===== src/rtl/mips_defs_pkg.sv =====
// Shared MIPS opcode/funct constants (also used by the decoder) and the program-loader state encoding.
package mips_defs_pkg;

  localparam logic [5:0] OP_RTYPE = 6'h00;
  localparam logic [5:0] OP_J     = 6'h02;
  localparam logic [5:0] OP_JAL   = 6'h03;
  localparam logic [5:0] OP_BEQ   = 6'h04;
  localparam logic [5:0] OP_BNE   = 6'h05;
  localparam logic [5:0] OP_BLEZ  = 6'h06;
  localparam logic [5:0] OP_BGTZ  = 6'h07;
  localparam logic [5:0] OP_ADDI  = 6'h08;
  localparam logic [5:0] OP_SLTI  = 6'h0A;
  localparam logic [5:0] OP_ANDI  = 6'h0C;
  localparam logic [5:0] OP_ORI   = 6'h0D;
  localparam logic [5:0] OP_LUI   = 6'h0F;
  localparam logic [5:0] OP_LW    = 6'h23;
  localparam logic [5:0] OP_SW    = 6'h2B;

  localparam logic [5:0] FN_SLL   = 6'h00;
  localparam logic [5:0] FN_JR    = 6'h08;
  localparam logic [5:0] FN_MFLO  = 6'h12;
  localparam logic [5:0] FN_MULT  = 6'h18;
  localparam logic [5:0] FN_ADD   = 6'h20;
  localparam logic [5:0] FN_OR    = 6'h25;
  localparam logic [5:0] FN_SLT   = 6'h2A;

  typedef enum logic [2:0] {
    LD_IDLE   = 3'd0,
    LD_HDR_HI = 3'd1,
    LD_HDR_LO = 3'd2,
    LD_WORD   = 3'd3,
    LD_DONE   = 3'd4,
    LD_ERROR  = 3'd5
  } loader_state_e;

  function automatic logic [5:0] instr_op(input logic [31:0] instr);
    return instr[31:26];
  endfunction

  function automatic logic [5:0] instr_funct(input logic [31:0] instr);
    return instr[5:0];
  endfunction

endpackage


===== src/rtl/instr_legal_check.sv =====
// Combinational check: is this 32-bit word an instruction the decoder supports?
module instr_legal_check
  import mips_defs_pkg::*;
(
  input  logic [31:0] instr_i,
  output logic        legal_o
);

  logic [5:0] op;
  logic [5:0] funct;
  logic       unused_fields;

  assign op            = instr_op(instr_i);
  assign funct         = instr_funct(instr_i);
  assign unused_fields = ^instr_i[25:6];

  always_comb begin
    legal_o = 1'b0;
    if (op == OP_RTYPE) begin
      case (funct)
        FN_SLL, FN_JR, FN_MFLO, FN_MULT, FN_ADD, FN_OR, FN_SLT: legal_o = 1'b1;
        default:                                                legal_o = 1'b0;
      endcase
    end else begin
      case (op)
        OP_J, OP_JAL, OP_BEQ, OP_BNE, OP_BLEZ, OP_BGTZ, OP_ADDI,
        OP_SLTI, OP_ANDI, OP_ORI, OP_LUI, OP_LW, OP_SW:          legal_o = 1'b1;
        default:                                                legal_o = 1'b0;
      endcase
    end
  end

endmodule


===== src/rtl/imem_uart_loader.sv =====
// UART program loader: 16-bit word-count header, then big-endian 32-bit words written to imem from address 0.
// Handshake: rx_valid is a 1-cycle strobe with no backpressure; imem_we is a 1-cycle write with no ready.
module imem_uart_loader
  import mips_defs_pkg::*;
#(
  parameter int ADDR_WIDTH     = 8,
  parameter int TIMEOUT_CYCLES = 100000,
  parameter bit HOLD_AT_RESET  = 1'b1
) (
  input  logic                  clk,
  input  logic                  reset,
  input  logic                  load_req,
  input  logic [7:0]            rx_data,
  input  logic                  rx_valid,
  output logic                  imem_we,
  output logic [ADDR_WIDTH-1:0] imem_addr,
  output logic [31:0]           imem_wdata,
  output logic                  core_hold,
  output logic                  busy,
  output logic                  done,
  output logic                  err_illegal,
  output logic                  err_fatal,
  output logic [ADDR_WIDTH:0]   word_count,
  output loader_state_e         state_dbg
);

  localparam int                 TW        = $clog2(TIMEOUT_CYCLES + 1);
  localparam logic [TW-1:0]      TO_LAST   = TW'(TIMEOUT_CYCLES - 1);
  localparam logic [TW-1:0]      TO_ONE    = TW'(1);
  localparam logic [ADDR_WIDTH:0] WCNT_ONE = (ADDR_WIDTH+1)'(1);
  localparam int unsigned        MAX_WORDS = 32'd1 << ADDR_WIDTH;

  loader_state_e         state_q, state_d;
  logic [15:0]           n_q, n_d;
  logic [23:0]           shift_q, shift_d;
  logic [1:0]            byte_idx_q, byte_idx_d;
  logic                  wr_pend_q, wr_pend_d;
  logic [31:0]           wr_word_q, wr_word_d;
  logic [ADDR_WIDTH:0]   wcnt_q, wcnt_d;
  logic                  err_ill_q, err_ill_d;
  logic [TW-1:0]         tmo_q, tmo_d;

  logic                  wr_legal;
  logic                  in_load;
  logic                  last_word;
  logic [15:0]           n_full;

  instr_legal_check u_legal (
    .instr_i (wr_word_q),
    .legal_o (wr_legal)
  );

  assign in_load   = (state_q == LD_HDR_HI) || (state_q == LD_HDR_LO) || (state_q == LD_WORD);
  assign n_full    = {n_q[15:8], rx_data};
  assign last_word = (32'(wcnt_q) + 32'd1) == 32'(n_q);

  always_comb begin
    state_d    = state_q;
    n_d        = n_q;
    shift_d    = shift_q;
    byte_idx_d = byte_idx_q;
    wr_pend_d  = 1'b0;
    wr_word_d  = wr_word_q;
    wcnt_d     = wcnt_q;
    err_ill_d  = err_ill_q;
    tmo_d      = tmo_q;

    // Write stage runs alongside the shifter so a byte in the write cycle is not lost.
    if (wr_pend_q) begin
      wcnt_d = wcnt_q + WCNT_ONE;
      if (!wr_legal) err_ill_d = 1'b1;
    end

    case (state_q)
      LD_IDLE, LD_DONE, LD_ERROR: begin
        if (load_req) begin
          state_d    = LD_HDR_HI;
          err_ill_d  = 1'b0;
          wcnt_d     = '0;
          byte_idx_d = '0;
          tmo_d      = '0;
        end
      end
      LD_HDR_HI: begin
        if (rx_valid) begin
          n_d[15:8] = rx_data;
          tmo_d     = '0;
          state_d   = LD_HDR_LO;
        end
      end
      LD_HDR_LO: begin
        if (rx_valid) begin
          n_d   = n_full;
          tmo_d = '0;
          if (n_full == 16'd0)                   state_d = LD_DONE;
          else if (32'(n_full) > MAX_WORDS)      state_d = LD_ERROR;
          else                                   state_d = LD_WORD;
        end
      end
      LD_WORD: begin
        if (rx_valid) begin
          shift_d    = {shift_q[15:0], rx_data};
          byte_idx_d = byte_idx_q + 2'd1;
          tmo_d      = '0;
          if (byte_idx_q == 2'd3) begin
            wr_pend_d = 1'b1;
            wr_word_d = {shift_q, rx_data};
          end
        end
      end
      default: state_d = LD_IDLE;
    endcase

    // Idle-gap watchdog; a partially packed word is simply abandoned.
    if (in_load && !rx_valid) begin
      if (tmo_q == TO_LAST) state_d = LD_ERROR;
      else                  tmo_d   = tmo_q + TO_ONE;
    end

    if ((state_q == LD_WORD) && wr_pend_q && last_word) state_d = LD_DONE;
  end

  always_ff @(posedge clk) begin
    if (reset) begin
      state_q    <= LD_IDLE;
      n_q        <= '0;
      shift_q    <= '0;
      byte_idx_q <= '0;
      wr_pend_q  <= 1'b0;
      wr_word_q  <= '0;
      wcnt_q     <= '0;
      err_ill_q  <= 1'b0;
      tmo_q      <= '0;
    end else begin
      state_q    <= state_d;
      n_q        <= n_d;
      shift_q    <= shift_d;
      byte_idx_q <= byte_idx_d;
      wr_pend_q  <= wr_pend_d;
      wr_word_q  <= wr_word_d;
      wcnt_q     <= wcnt_d;
      err_ill_q  <= err_ill_d;
      tmo_q      <= tmo_d;
    end
  end

  assign imem_we     = wr_pend_q;
  assign imem_addr   = wcnt_q[ADDR_WIDTH-1:0];
  assign imem_wdata  = wr_word_q;
  assign busy        = in_load;
  assign done        = (state_q == LD_DONE);
  assign err_fatal   = (state_q == LD_ERROR);
  assign err_illegal = err_ill_q;
  assign word_count  = wcnt_q;
  assign state_dbg   = state_q;
  // IDLE is only reachable through reset, so its hold level is the reset choice.
  assign core_hold   = (state_q == LD_IDLE) ? HOLD_AT_RESET : (state_q != LD_DONE);

endmodule

===== config.mk =====
export PLATFORM = sky130hd
export DESIGN_NAME = imem_uart_loader
export DESIGN_NICKNAME = d
export VERILOG_FILES = /design/src/rtl/mips_defs_pkg.sv /design/src/rtl/instr_legal_check.sv /design/src/rtl/imem_uart_loader.sv
export SDC_FILE = /design/constraint.sdc
export NUM_CORES = 1
export LEC_CHECK = 0
export CAP_MARGIN = 20
export CORE_UTILIZATION = 49
export DETAILED_ROUTE_END_ITERATION = 16
export PLACE_DENSITY = 0.83
export SLEW_MARGIN = 20
export SYNTH_ARGS = -nofsm -noshare
export SYNTH_HDL_FRONTEND = slang
export SYNTH_SLANG_ARGS = --single-unit

===== constraint.sdc =====
create_clock -name clk -period 1.8 [get_ports clk]
set_input_delay 0.27 -clock clk [delete_from_list [all_inputs] [get_ports clk]]
set_output_delay 0.27 -clock clk [all_outputs]
set_load 0.02 [all_outputs]

**After elaboration in Yosys (flattened, before gate mapping)**

Memory sizes are Yosys's and may differ from the RTL's. A register that Yosys moved wholly into a read port is not among the register bits.
Cells that the tools add are included.

- Flip-flop bits (word level): 105
- ROM bits: 64
- Output and inout port bits: 58
- Logic and storage cells: 90
- Memories kept: 1

- Add/sub/neg operators: 4
- Magnitude comparators: 1
- Eq/ne operators: 17
- Muxes and demuxes: 32
- Bitwise operators: 3
- Reduce and logical (&&, ||, !) cells: 21

Memory list:

| memory | depth | width | read ports | clocked after memory_dff | wr ports | RTL line | text |
|---|---|---|---|---|---|---|---|
| (name not given) | 64 | 1 | 1 | 1 | 0 | instr_legal_check.sv:25 | `case (op)` |

Operators by type and width:

| operator | number |
|---|---|
| 17-bit two-way mux | 4 |
| 17-bit case mux with 2 select lines | 1 |
| 9-bit two-way mux | 3 |
| 3-bit two-way mux | 8 |
| 6-bit == test, second input constant | 3 |
| 17-bit by 1-bit adder with 17-bit output, second input constant | 1 |
| 17-bit == test, second input constant | 1 |
| 10-bit by 16-bit == test with 1-bit output | 1 |
| 16-bit by 9-bit greater-than comparator with 1-bit output, second input constant | 1 |
| 16-bit logical NOT | 1 |
| 8-bit case mux with 2 select lines | 1 |
| 6-bit by 5-bit == test with 1-bit output, second input constant | 2 |
| 6-bit logical NOT | 2 |
| 6-bit two-way mux | 2 |
| 3-bit case mux with 4 select lines | 1 |
| 9-bit by 1-bit adder with 10-bit output, second input constant | 1 |
| 9-bit by 1-bit adder with 9-bit output, second input constant | 1 |
| 3-bit AND reduction | 3 |
| 3-bit OR reduction | 3 |
| 1-bit two-way mux | 8 |
| 8-bit two-way mux | 1 |
| 7-bit OR reduction | 1 |
| 3-bit by 2-bit == test with 1-bit output, second input constant | 2 |
| 3-bit == test, second input constant | 2 |
| other kinds (16) | 24 |

**Longest topological paths before layout**

Gate-level depths: netlist of run 1.

- Depth in word-level cells: 8
- Depth in mapped cells: 8
- Mapped depth without buffers: 7

**Hierarchy**

Synthesis of run 1 repeated with hierarchy kept, for this count alone.

- Cells, all modules: 585
- Area total of the unflattened synthesis: 4,600.7 sq um

By module, submodules not included:

| module | times used | cells an instance | area each (sq um) | seq. area each (sq um) |
|---|---|---|---|---|
| imem_uart_loader | 1 | 569 | 4,471.8 | 2,102.0 |
| instr_legal_check | 1 | 16 | 128.9 | 0.0 |

**Least setup slack after synthesis of run 1**

No wires, ideal clock.

- Path type: reg2reg
- Start: register wcnt_q[1] (netlist: word_count[1])
- End: register state_q[0] (netlist: state_dbg[0])
- Arrival: 1.844 ns
- Required time: 1.666 ns
- Slack: -0.178 ns
- Stages on the path, launching flop included: 7
- Buffers on the path: 0
- Clock period less this slack: 1.978 ns
- Cells stage by stage: dfxtp_1 ha_1 xor2_1 or4_1 a211oi_2 and3_1 nor3_1

- Cells in the longest elaborated chain, start to end: 4

Ends and longest elaborated chain:

| element | RTL line | text |
|---|---|---|
| from (decl) | imem_uart_loader.sv:39 | `logic [ADDR_WIDTH:0] wcnt_q, wcnt_d;` |
| from (signal assigned) | imem_uart_loader.sv:141 | `wcnt_q <= wcnt_d;` |
| 9-bit by 1-bit adder with 10-bit output | imem_uart_loader.sv:55 | `assign last_word = (32'(wcnt_q) + 32'd1) == 32'(n_q);` |
| 10-bit by 16-bit == test with 1-bit output | imem_uart_loader.sv:55 |  |
| 1-bit logical AND | imem_uart_loader.sv:120 | `if ((state_q == LD_WORD) && wr_pend_q && last_word) state_d = LD_DONE;` |
| 2-bit OR reduction (no source line) | - |  |
| to (signal assigned) | imem_uart_loader.sv:135 | `state_q <= state_d;` |
| to (decl) | imem_uart_loader.sv:33 | `loader_state_e state_q, state_d;` |

No other way between the ends.
A chain may end at the register's enable or synchronous reset.

**Worst setup path in the final report of run 1**

- Start: register wcnt_q[0] (netlist: word_count[0])
- End: register state_q[0] (netlist: state_dbg[0])

The elaborated chain is that of the path after synthesis.

==> results of run 1 <==
[critical path, cell delays in order, from the launching register on]
cell	delay (ns)
dfxtp_2	0.35
ha_4	0.24
xor2_1	0.14
or4_4	0.50
a211oi_4	0.22
and3_4	0.23
nor3_1	0.05
[report_power, final]
| group | leakage, nW | switching [mW] | internal [mW] |
|---|---|---|---|
| Combinational | 1.47 | 0.301 | 0.248 |
| Clock | 0.110 | 0.896 | 0.684 |
| Sequential | 0.860 | 0.0331 | 2.37 |
[area by class of cell]
cell class	count	area, sq um	area share [%]
multi-input combinational	453	2560	40.5
sequential	106	2140	33.8
timing repair buffer	132	1220	19.3
tap	129	161	2.55
clock buffer	9	124	1.96
clock inverter	7	90.1	1.43
inverter	8	30.0	0.475
[timing repair]
| action | 4_1_cts | 5_1_grt |
|---|---|---|
| endpoints found under the hold margin | 0 | 0 |
| gates cloned | 0 | 0 |
| gates resized for setup | 14 | 44 |
| buffers inserted | 1 | 1 |
| setup endpoints to repair | 14 | 31 |
| pin swaps | 7 | 19 |
[sequential cells by signal, summed over array words and instances, names as in the netlist, named ones only]
register	cells
byte_idx_q	2
err_illegal	1
imem_wdata	32
imem_we	1
n_q	16
shift_q	24
state_dbg	3
tmo_q	17
word_count	9
[how the worst min path moves through the flow]
| stage | to | slack (ns) | cells after the start |
|---|---|---|---|
| floorplan | n_q[10] | 0.41 | 2 |
| global placement | err_illegal | 0.44 | 2 |
| detailed placement | err_illegal | 0.45 | 2 |
| CTS | imem_wdata[31] | 0.41 | 2 |
| global route | imem_wdata[29] | 0.45 | 2 |
| finish | imem_wdata[31] | 0.42 | 2 |
[metal layers]
metal	vias to the layer above	share of wire (%)	wire [um]	GRT usage, %
li1	2275	-	-	-
met1	2263	42	5400	31.9
met2	152	50	6440	45.4
met3	29	5.2	660	3.17
met4	0	2.1	267	9.81
met5	-	0	0	0
[stage by stage]
stage          setup TNS, ns  cells  util (%)  hold slack (ns)
6_report             -0.0762    844      67.4            0.424
5_1_grt               -0.536    844      67.4            0.446
4_1_cts               -0.257    843      66.0            0.408
3_5_place_dp           -7.21    826      63.4            0.447
3_3_place_gp           -5.46    826      63.4            0.435
2_1_floorplan              0    606         -            0.406
[synth_stat cells, types with 7 or more instances]
library cell	n	area, sq um
inv_1	7	26.3
clkbuf_1	18	67.6
nor2_1	35	131
buf_2	7	35.0
a21oi_1	89	445
o31ai_1	7	52.6
xnor2_1	9	78.8
nand3_1	22	110
nor3_1	13	65.1
buf_4	10	75.1
nor2b_1	9	56.3
nand2_1	161	604
dfxtp_1	106	2120
xor2_1	9	78.8
and3_1	9	56.3
[kinds of logic (layout without fill, tap and decap cells)]
logic type               Yosys count  in the layout  synth area share [%]
AO/OA/AOI/OAI                    134            134                  16.9
XOR/XNOR                          18             18                  3.27
adder cells (fa/ha/maj)            3              3                 0.780
buffers and inverters             47            156                  5.25
flip-flops                       106            106                  44.1
multiplexers                       3              3                 0.650
AND/OR/NAND/NOR                  295            295                  29.1
==> metrics.txt, run 1 <==
Clock Skew 0.0140 ns; syn_nets 621; Critical Path RT 2.05 ns; count of input and output buffers roughly 70; Setup crit start kind register; Remaining DRCs 0; diodes inserted 0; final setup violation count 3; # clock sinks 106; final slew viol count 0; Worst VDD drop a little over 0.5 mV; area grow syn2layout 31.3%; Die Width about 100 um; most common cell after layout, fill and taps aside nand2_1; Pwr Total around 4.5 mW; DR WL/cell between 15 and 20 um; # fillers between 700 and 800; Initial Utilization slightly above 50%; sequential-to-total area share from yosys stat ~44%; vias per inst approximately 5.6; gpl congestion a little under 0.9; crit path launch word_count[0]; Post-DRT Antenna Nets 0; Post-layout nets 725; Max transition margin between 60% and 70%; grt ovf 0; #FFs+latches synth 106; outcome complete, but fails checks; commonest register cell after synthesis dfxtp_1; Max-Cap Viols 0; Die H 101 um; CTS Buf Count 9; Core Region around 9400 sq um; final WL around 13000 um; Fmax achieved roughly 550 MHz; Worst EP arrival roughly 2.1 ns; element type at the critical path end register; DRT iter0 DRCs 242; hold_buf cts 0; GRT Total Usage roughly a quarter; largest net degree at the start of global routing 44; RSZ-0062 raised after global routing yes; synthesized area per cell between 7 and 8 sq um; CTS clk-pin slew, worst paths between 0.1 and 0.15 ns; crit path kind register to register; final setup margin -0.0326 ns; Final period util 102%; worst r2r dst state_dbg[0]; post-place setup slack -0.264 ns; Power Density 718 nW/um^2; most frequent cells in the layout nand2_1, dfxtp_1, a21oi_1; DIE AREA between 10000 and 15000 sq um; Leak ~2.4 nW; failing checks negative setup slack; FF-to-FF Start word_count[0]; class of the worst hold path input pin to register; worst-margin pin slew ~0.59 ns; Post-Synthesis Cell Area ~4800 sq um; Yosys warning total 0; Critical Path Fanout Max 2; Period minus WS final about 1.8 ns; CTS root buf clkbuf_8; count of unique library cells instantiated by Yosys 58; Worst R2R Path Depth 6; layout cells sized above 1 between 10% and 20%; Mapped Cells approximately 610; post-DP HPWL 8880 um; # IOs 70; FFs w/ async S/R, synth 0%; worst skew pair latency 0.36 ns; first-pass GRT wire length between 20000 and 25000 um; Critical Path Sink state_dbg[0]; Placed Instance Area approximately 6000 sq um; hold path startpoint reset; fin area 6320 sq um; vias after detailed routing 4719; antenna violations before repair 0; Core Rows 35; Longest Clk Path Bufs 2; Final Hold Vio Count 0; H-Tree Depth 3; r2r setup slk -0.03 ns; CTS tree built; number of global-route vias before repair roughly 4500; number of flops mapped to enable cells by yosys 0; First-pass DRT Iterations 5
No activity file was read; power rests on OpenSTA's default activity.
==> run 2: changes to the inputs <==
CORE_UTILIZATION = 54   (was 49)
PLACE_DENSITY = 0.86   (was 0.83)
clock period = 1.97 ns   (was 1.8 ns; I/O delays follow)
==> metrics.txt, run 2 (synthesis results as in run 1) <==
outcome finished, final reports clean; worst skew pair latency 0.38 ns (+0.02 ns); Largest register FFs 32 (unchanged); Clock Skew 0.0105 ns (-0.00353 ns); element type at the critical path end register; First-pass DRT Iterations 5 (unchanged); Crit path max-delay family simple AND/OR/NAND/NOR gates; DRT iter0 DRCs 232 (-4.1%); gpl congestion 0.883 (+0.79%); worst-margin pin slew 0.794 ns (+0.200 ns); # clock sinks 106 (unchanged); crit path kind register to register; Core Rows 34 (-2.9%); Power Density 664 nW/um^2 (-7.5%); count of input and output buffers 69 (unchanged); CTS root buf clkbuf_8; Max transition margin 47.1% (-13 points); WP buf/inv 1 (+1); number of global-route vias before repair 4238 (-6.1%); layout cells sized above 1 13.9% (-4.4 points); Cell Chain, Critical Path ha_1 -> nand2_1 -> buf_4 -> nor4_1 -> a31oi_2 -> a211oi_2 -> and3_1 -> nor3_1; Post-layout nets 706 (-2.6%); grt ovf 0 (unchanged); GRT Total Usage 26.3% (+0.59 points); vias per inst 5.69 (+1.7%); most frequent cells in the layout nand2_1, dfxtp_1, a21oi_1; Period minus WS final 1.90 ns (+0.0683 ns); hold path startpoint err_illegal; Worst Hold Depth 2 (unchanged); class of the worst hold path register to register; Critical Path Fanout Max 6 (+4); Longest Clk Path Bufs 2 (unchanged); CTS Buf Count 9 (unchanged); Die Width 96.4 um (-4.6%); Worst EP arrival 2.14 ns (+0.06 ns); fin util 68.7% (+1.3 points); FF-to-FF Start word_count[0]; most common cell after layout, fill and taps aside nand2_1; CP peak stage delay 0.36 ns (-0.14 ns); hold path endpoint err_illegal; worst hold slack 0.457 ns (+0.0328 ns); area grow syn2layout 23.8%; hold_buf cts 0 (unchanged); Worst R2R Path Depth 8 (+2); largest net degree at the start of global routing 45 (+2.3%); Max-Cap Viols 0 (unchanged); Pwr Total 3.96 mW (-13%); Remaining DRCs 0 (unchanged); CTS clk-pin slew, worst paths 0.11 ns (about the same); Final Hold Vio Count 0 (unchanged); r2r setup slk 0.07 ns (+0.10 ns); diodes inserted 0 (unchanged); worst r2r dst state_dbg[0]; antenna violations before repair 0 (unchanged); H-Tree Depth 3 (unchanged); Core Region 8680 sq um (-7.4%); post-CTS setup buffers 0 (-1); Leak 2.08 nW (-15%); # IOs 70 (unchanged); Setup crit start kind register; final WL 11800 um (-7.8%); Worst VDD drop 0.531 mV (+3.9%); Fmax achieved 526 MHz (-3.6%); Post-DRT Antenna Nets 0 (unchanged); first-pass GRT wire length 19000 um (-9.5%); Die H 96.4 um (-4.6%); Final period util 96.5% (-5.3 points); CTS tree built; vias after detailed routing 4572 (-3.1%); Crit-path slowest cell dfxtp_1; DIE AREA 9300 sq um (-9.1%); final slew viol count 0 (unchanged); DR WL/cell 14.6 um (-3.2%); final setup violation count 0 (-3); post-DP HPWL 8420 um (-5.3%); Initial Utilization 55.5% (+4.1 points); Critical Path RT 2.21 ns (+0.16 ns)
## run 2: changes by cell type in the layout (fill, tap and decap cells not counted), sizes merged
cell | previous run | this run
buf | 64 | 45
clkdlybuf4s50 | 49 | 64
dlymetal6s2s | 11 | 1
clkinv | 2 | 5
dlygate4sd2 | 6 | 3
clkbuf | 11 | 9
inv | 12 | 10
bufinv | 1 | 0
## run 2: report_power, final
group	switching [mW]	total [mW]	leakage, nW	internal, mW
Clock	0.831	1.33	0.100	0.497
Combinational	0.245	0.424	1.12	0.179
Sequential	0.0360	2.21	0.857	2.17
## run 2: worst min-delay path, stage by stage, from the launching register on
cell,delay [ns]
dfxtp_1,0.32
inv_1,0.05
a21oi_1,0.05
## run 2: timing repair
item / 4_1_cts / 5_1_grt
gates resized for setup: 8 / 9
setup endpoints to repair: 4 / 15
pin swaps: 0 / 1
## run 2: how the worst max path moves through the flow
| stage | from | endpoint | slack [ns] | cells past startpoint |
|---|---|---|---|---|
| 5_1_grt | word_count[0] | state_dbg[0] | -0.04 | 8 |
| 6_report | word_count[0] | state_dbg[0] | 0.07 | 8 |
| 2_1_floorplan | word_count[0] | state_dbg[0] | 0.08 | 6 |
| 4_1_cts | tmo_q[1] | tmo_q[7] | 0.04 | 8 |
| 3_3_place_gp | rx_data[6] | state_dbg[1] | -0.12 | 7 |
| 3_5_place_dp | rx_data[6] | state_dbg[1] | -0.15 | 7 |
## run 2: area by class of cell
| cell class | instances | area [sq um] |
|---|---|---|
| fillers | 716 | 2720 |
| multi-input cells | 453 | 2460 |
| flip-flops and latches | 106 | 2130 |
| repair buffers | 113 | 1010 |
| well taps | 108 | 135 |
| clock buffers | 9 | 124 |
| clock inverters | 7 | 73.8 |
| inverters | 8 | 30.0 |
## run 2: layer usage
metal  global-route usage, %  vias to the layer above  wire length, um
met2                    46.2                      151             5620
met3                    5.09                       33              691
met1                    31.2                     2143             5080
li1                        -                     2245                -
met4                    11.3                        0              383
met5                       0                        -                0
## run 2: stage by stage
step	instance area [sq um]	instances	worst slack, ns	TNS, ns
floorplan	4820	606	0.0841	0
global placement	5750	788	-0.122	-0.182
detailed placement	5750	788	-0.147	-0.591
CTS	5950	804	0.0425	0
global route	5960	804	-0.0370	-0.0370
finish	5960	804	0.0691	0
==> run 3: changes to the inputs <==
CORE_UTILIZATION = 58   (was 54)
PLACE_DENSITY = 0.91   (was 0.86)
clock period = 2.2 ns   (was 1.97 ns; I/O delays follow)
==> metrics.txt, run 3 (synthesis results as in run 1) <==
Power Density 619 nW/um^2 (-6.8%); hold_buf cts 0 (unchanged); element type at the critical path end primary output; vias per inst 5.83 (+2.6%); GRT Total Usage 27.7% (+1.4 points); outcome finished, final reports clean; CTS root buf clkbuf_8; Die Width 93.1 um (-3.4%); class of the worst hold path register to register; Largest register FFs 32 (unchanged); setup TNS 0 ns (unchanged); post-place setup slack 0.0369 ns (+0.184 ns); CTS tree built; Max-Cap Viols 0 (unchanged); Post-layout nets 688 (-2.5%); count of input and output buffers 69 (unchanged); Critical Path Fanout Max 6 (unchanged); Post-DRT Antenna Nets 0 (unchanged); Initial Utilization 61.1% (+5.6 points); worst-margin pin slew 0.954 ns (+0.160 ns); post-CTS setup buffers 0 (unchanged); worst skew pair latency 0.38 ns (about the same); First-pass DRT Iterations 5 (unchanged); met3 Use GR 6.50% (+1.4 points); Worst VDD drop 0.491 mV (-7.5%); Core Rows 32 (-5.9%); Placed Instance Area 5610 sq um (-2.3%); DR WL/cell 15.0 um (+2.6%); Clock Skew 0.0141 ns (+0.00361 ns); CTS Buf Count 9 (unchanged); DRT iter0 DRCs 274 (+18%); final WL 11700 um (-0.46%); post-DP HPWL 8060 um (-4.2%); Post-CTS Resized 0 (-8); gpl congestion 0.854 (-3.3%); Final period util between 90 and 100%; most frequent cells in the layout nand2_1, dfxtp_1, a21oi_1; final setup margin 0.118 ns (+0.0490 ns); final setup violation count 0 (unchanged); number of global-route vias before repair 4204 (-0.80%); vias after detailed routing 4550 (-0.48%); first-pass GRT wire length 19300 um (+1.3%); grt met1 use 33.7% (+2.5 points); Period minus WS final 2.08 ns; antenna violations before repair 0 (unchanged); most common cell after layout, fill and taps aside nand2_1; final slew viol count 0 (unchanged); diodes inserted 0 (unchanged); Remaining DRCs 0 (unchanged); layout cells sized above 1 10.5% (-3.5 points); Final Hold Vio Count 0 (unchanged); Fmax achieved about 480 MHz; GR Util met2 48.4% (+2.2 points); Longest Clk Path Bufs 2 (unchanged); RSZ-0062 raised after global routing no; DIE AREA 8670 sq um (-6.8%); fin area 5840 sq um (-2.0%); crit path kind register to primary output; global route hottest layer met2; grt ovf 0 (unchanged); Die H 93.1 um (-3.4%); largest net degree at the start of global routing 55 (+22%); area grow syn2layout 21.3%; Critical Path RT 1.87 ns (-0.34 ns); CTS clk-pin slew, worst paths 0.11 ns (about the same); Pwr Total 3.62 mW (-8.6%); Worst EP arrival 1.75 ns (-0.39 ns); H-Tree Depth 3 (unchanged); Max transition margin 36.4% (-11 points); Setup crit start kind register; Core Region 7890 sq um (-9.1%); # IOs 70 (unchanged); Leak 2.01 nW (-3.4%); # clock sinks 106 (unchanged)
[run 3: cell count changes in the layout (fill, tap and decap cells not counted), moves of 3 or more]
cell | before | now
clkdlybuf4s50_1 | 64 | 68
dfxtp_1 | 100 | 105
dfxtp_2 | 6 | 1
buf_4 | 44 | 25
dlygate4sd2_1 | 3 | 0
clkinv_4 | 4 | 1
inv_6 | 0 | 3
[run 3: area by class of cell]
| type | count | area [sq um] |
|---|---|---|
| repair buffers | 95 | 893 |
| well taps | 102 | 128 |
| clock inverters | 7 | 92.6 |
| inverters | 8 | 30.0 |
| clock buffers | 9 | 124 |
| multi-input cells | 453 | 2450 |
| flip-flops and latches | 106 | 2120 |
| fillers | 585 | 2040 |
[run 3: critical path, stage by stage, from the launching register on]
cell and delay [ns]:
dfxtp_1 0.47, nor2_2 0.09, nor2_2 0.19, clkdlybuf4s50_1 0.64
[run 3: routing by layer]
layer  up-vias  share of wire, %  wire length (um)
met5         -                 0                 0
met4         0               1.8               210
met3        29               6.3               734
met2       170                50              5810
met1      2137                42              4970
li1       2214                 -                 -
[run 3: per-stage QoR]
| stage | instances | hold WS, ns | util, % |
|---|---|---|---|
| 5_1_grt | 780 | 0.479 | 74.1 |
| 4_1_cts | 780 | 0.461 | 73.9 |
| 2_1_floorplan | 606 | 0.432 | - |
| 3_3_place_gp | 764 | 0.436 | 71.2 |
| 6_report | 780 | 0.460 | 74.1 |
| 3_5_place_dp | 764 | 0.443 | 71.2 |
[run 3: worst paths after layout]
check / endpoint / slack, ns / start / depth (start not counted)
setup / recovery: busy / 0.12 / state_dbg[1] / 3
hold / removal: err_illegal / 0.46 / err_illegal / 2
setup reg to reg: tmo_q[3] / 0.19 / tmo_q[0] / 8
hold reg to reg: err_illegal / 0.46 / err_illegal / 2
[run 3: where the power goes]
group / internal, mW / switching [mW]
logic: 0.146 / 0.216
registers: 1.94 / 0.0281
clock network: 0.558 / 0.728
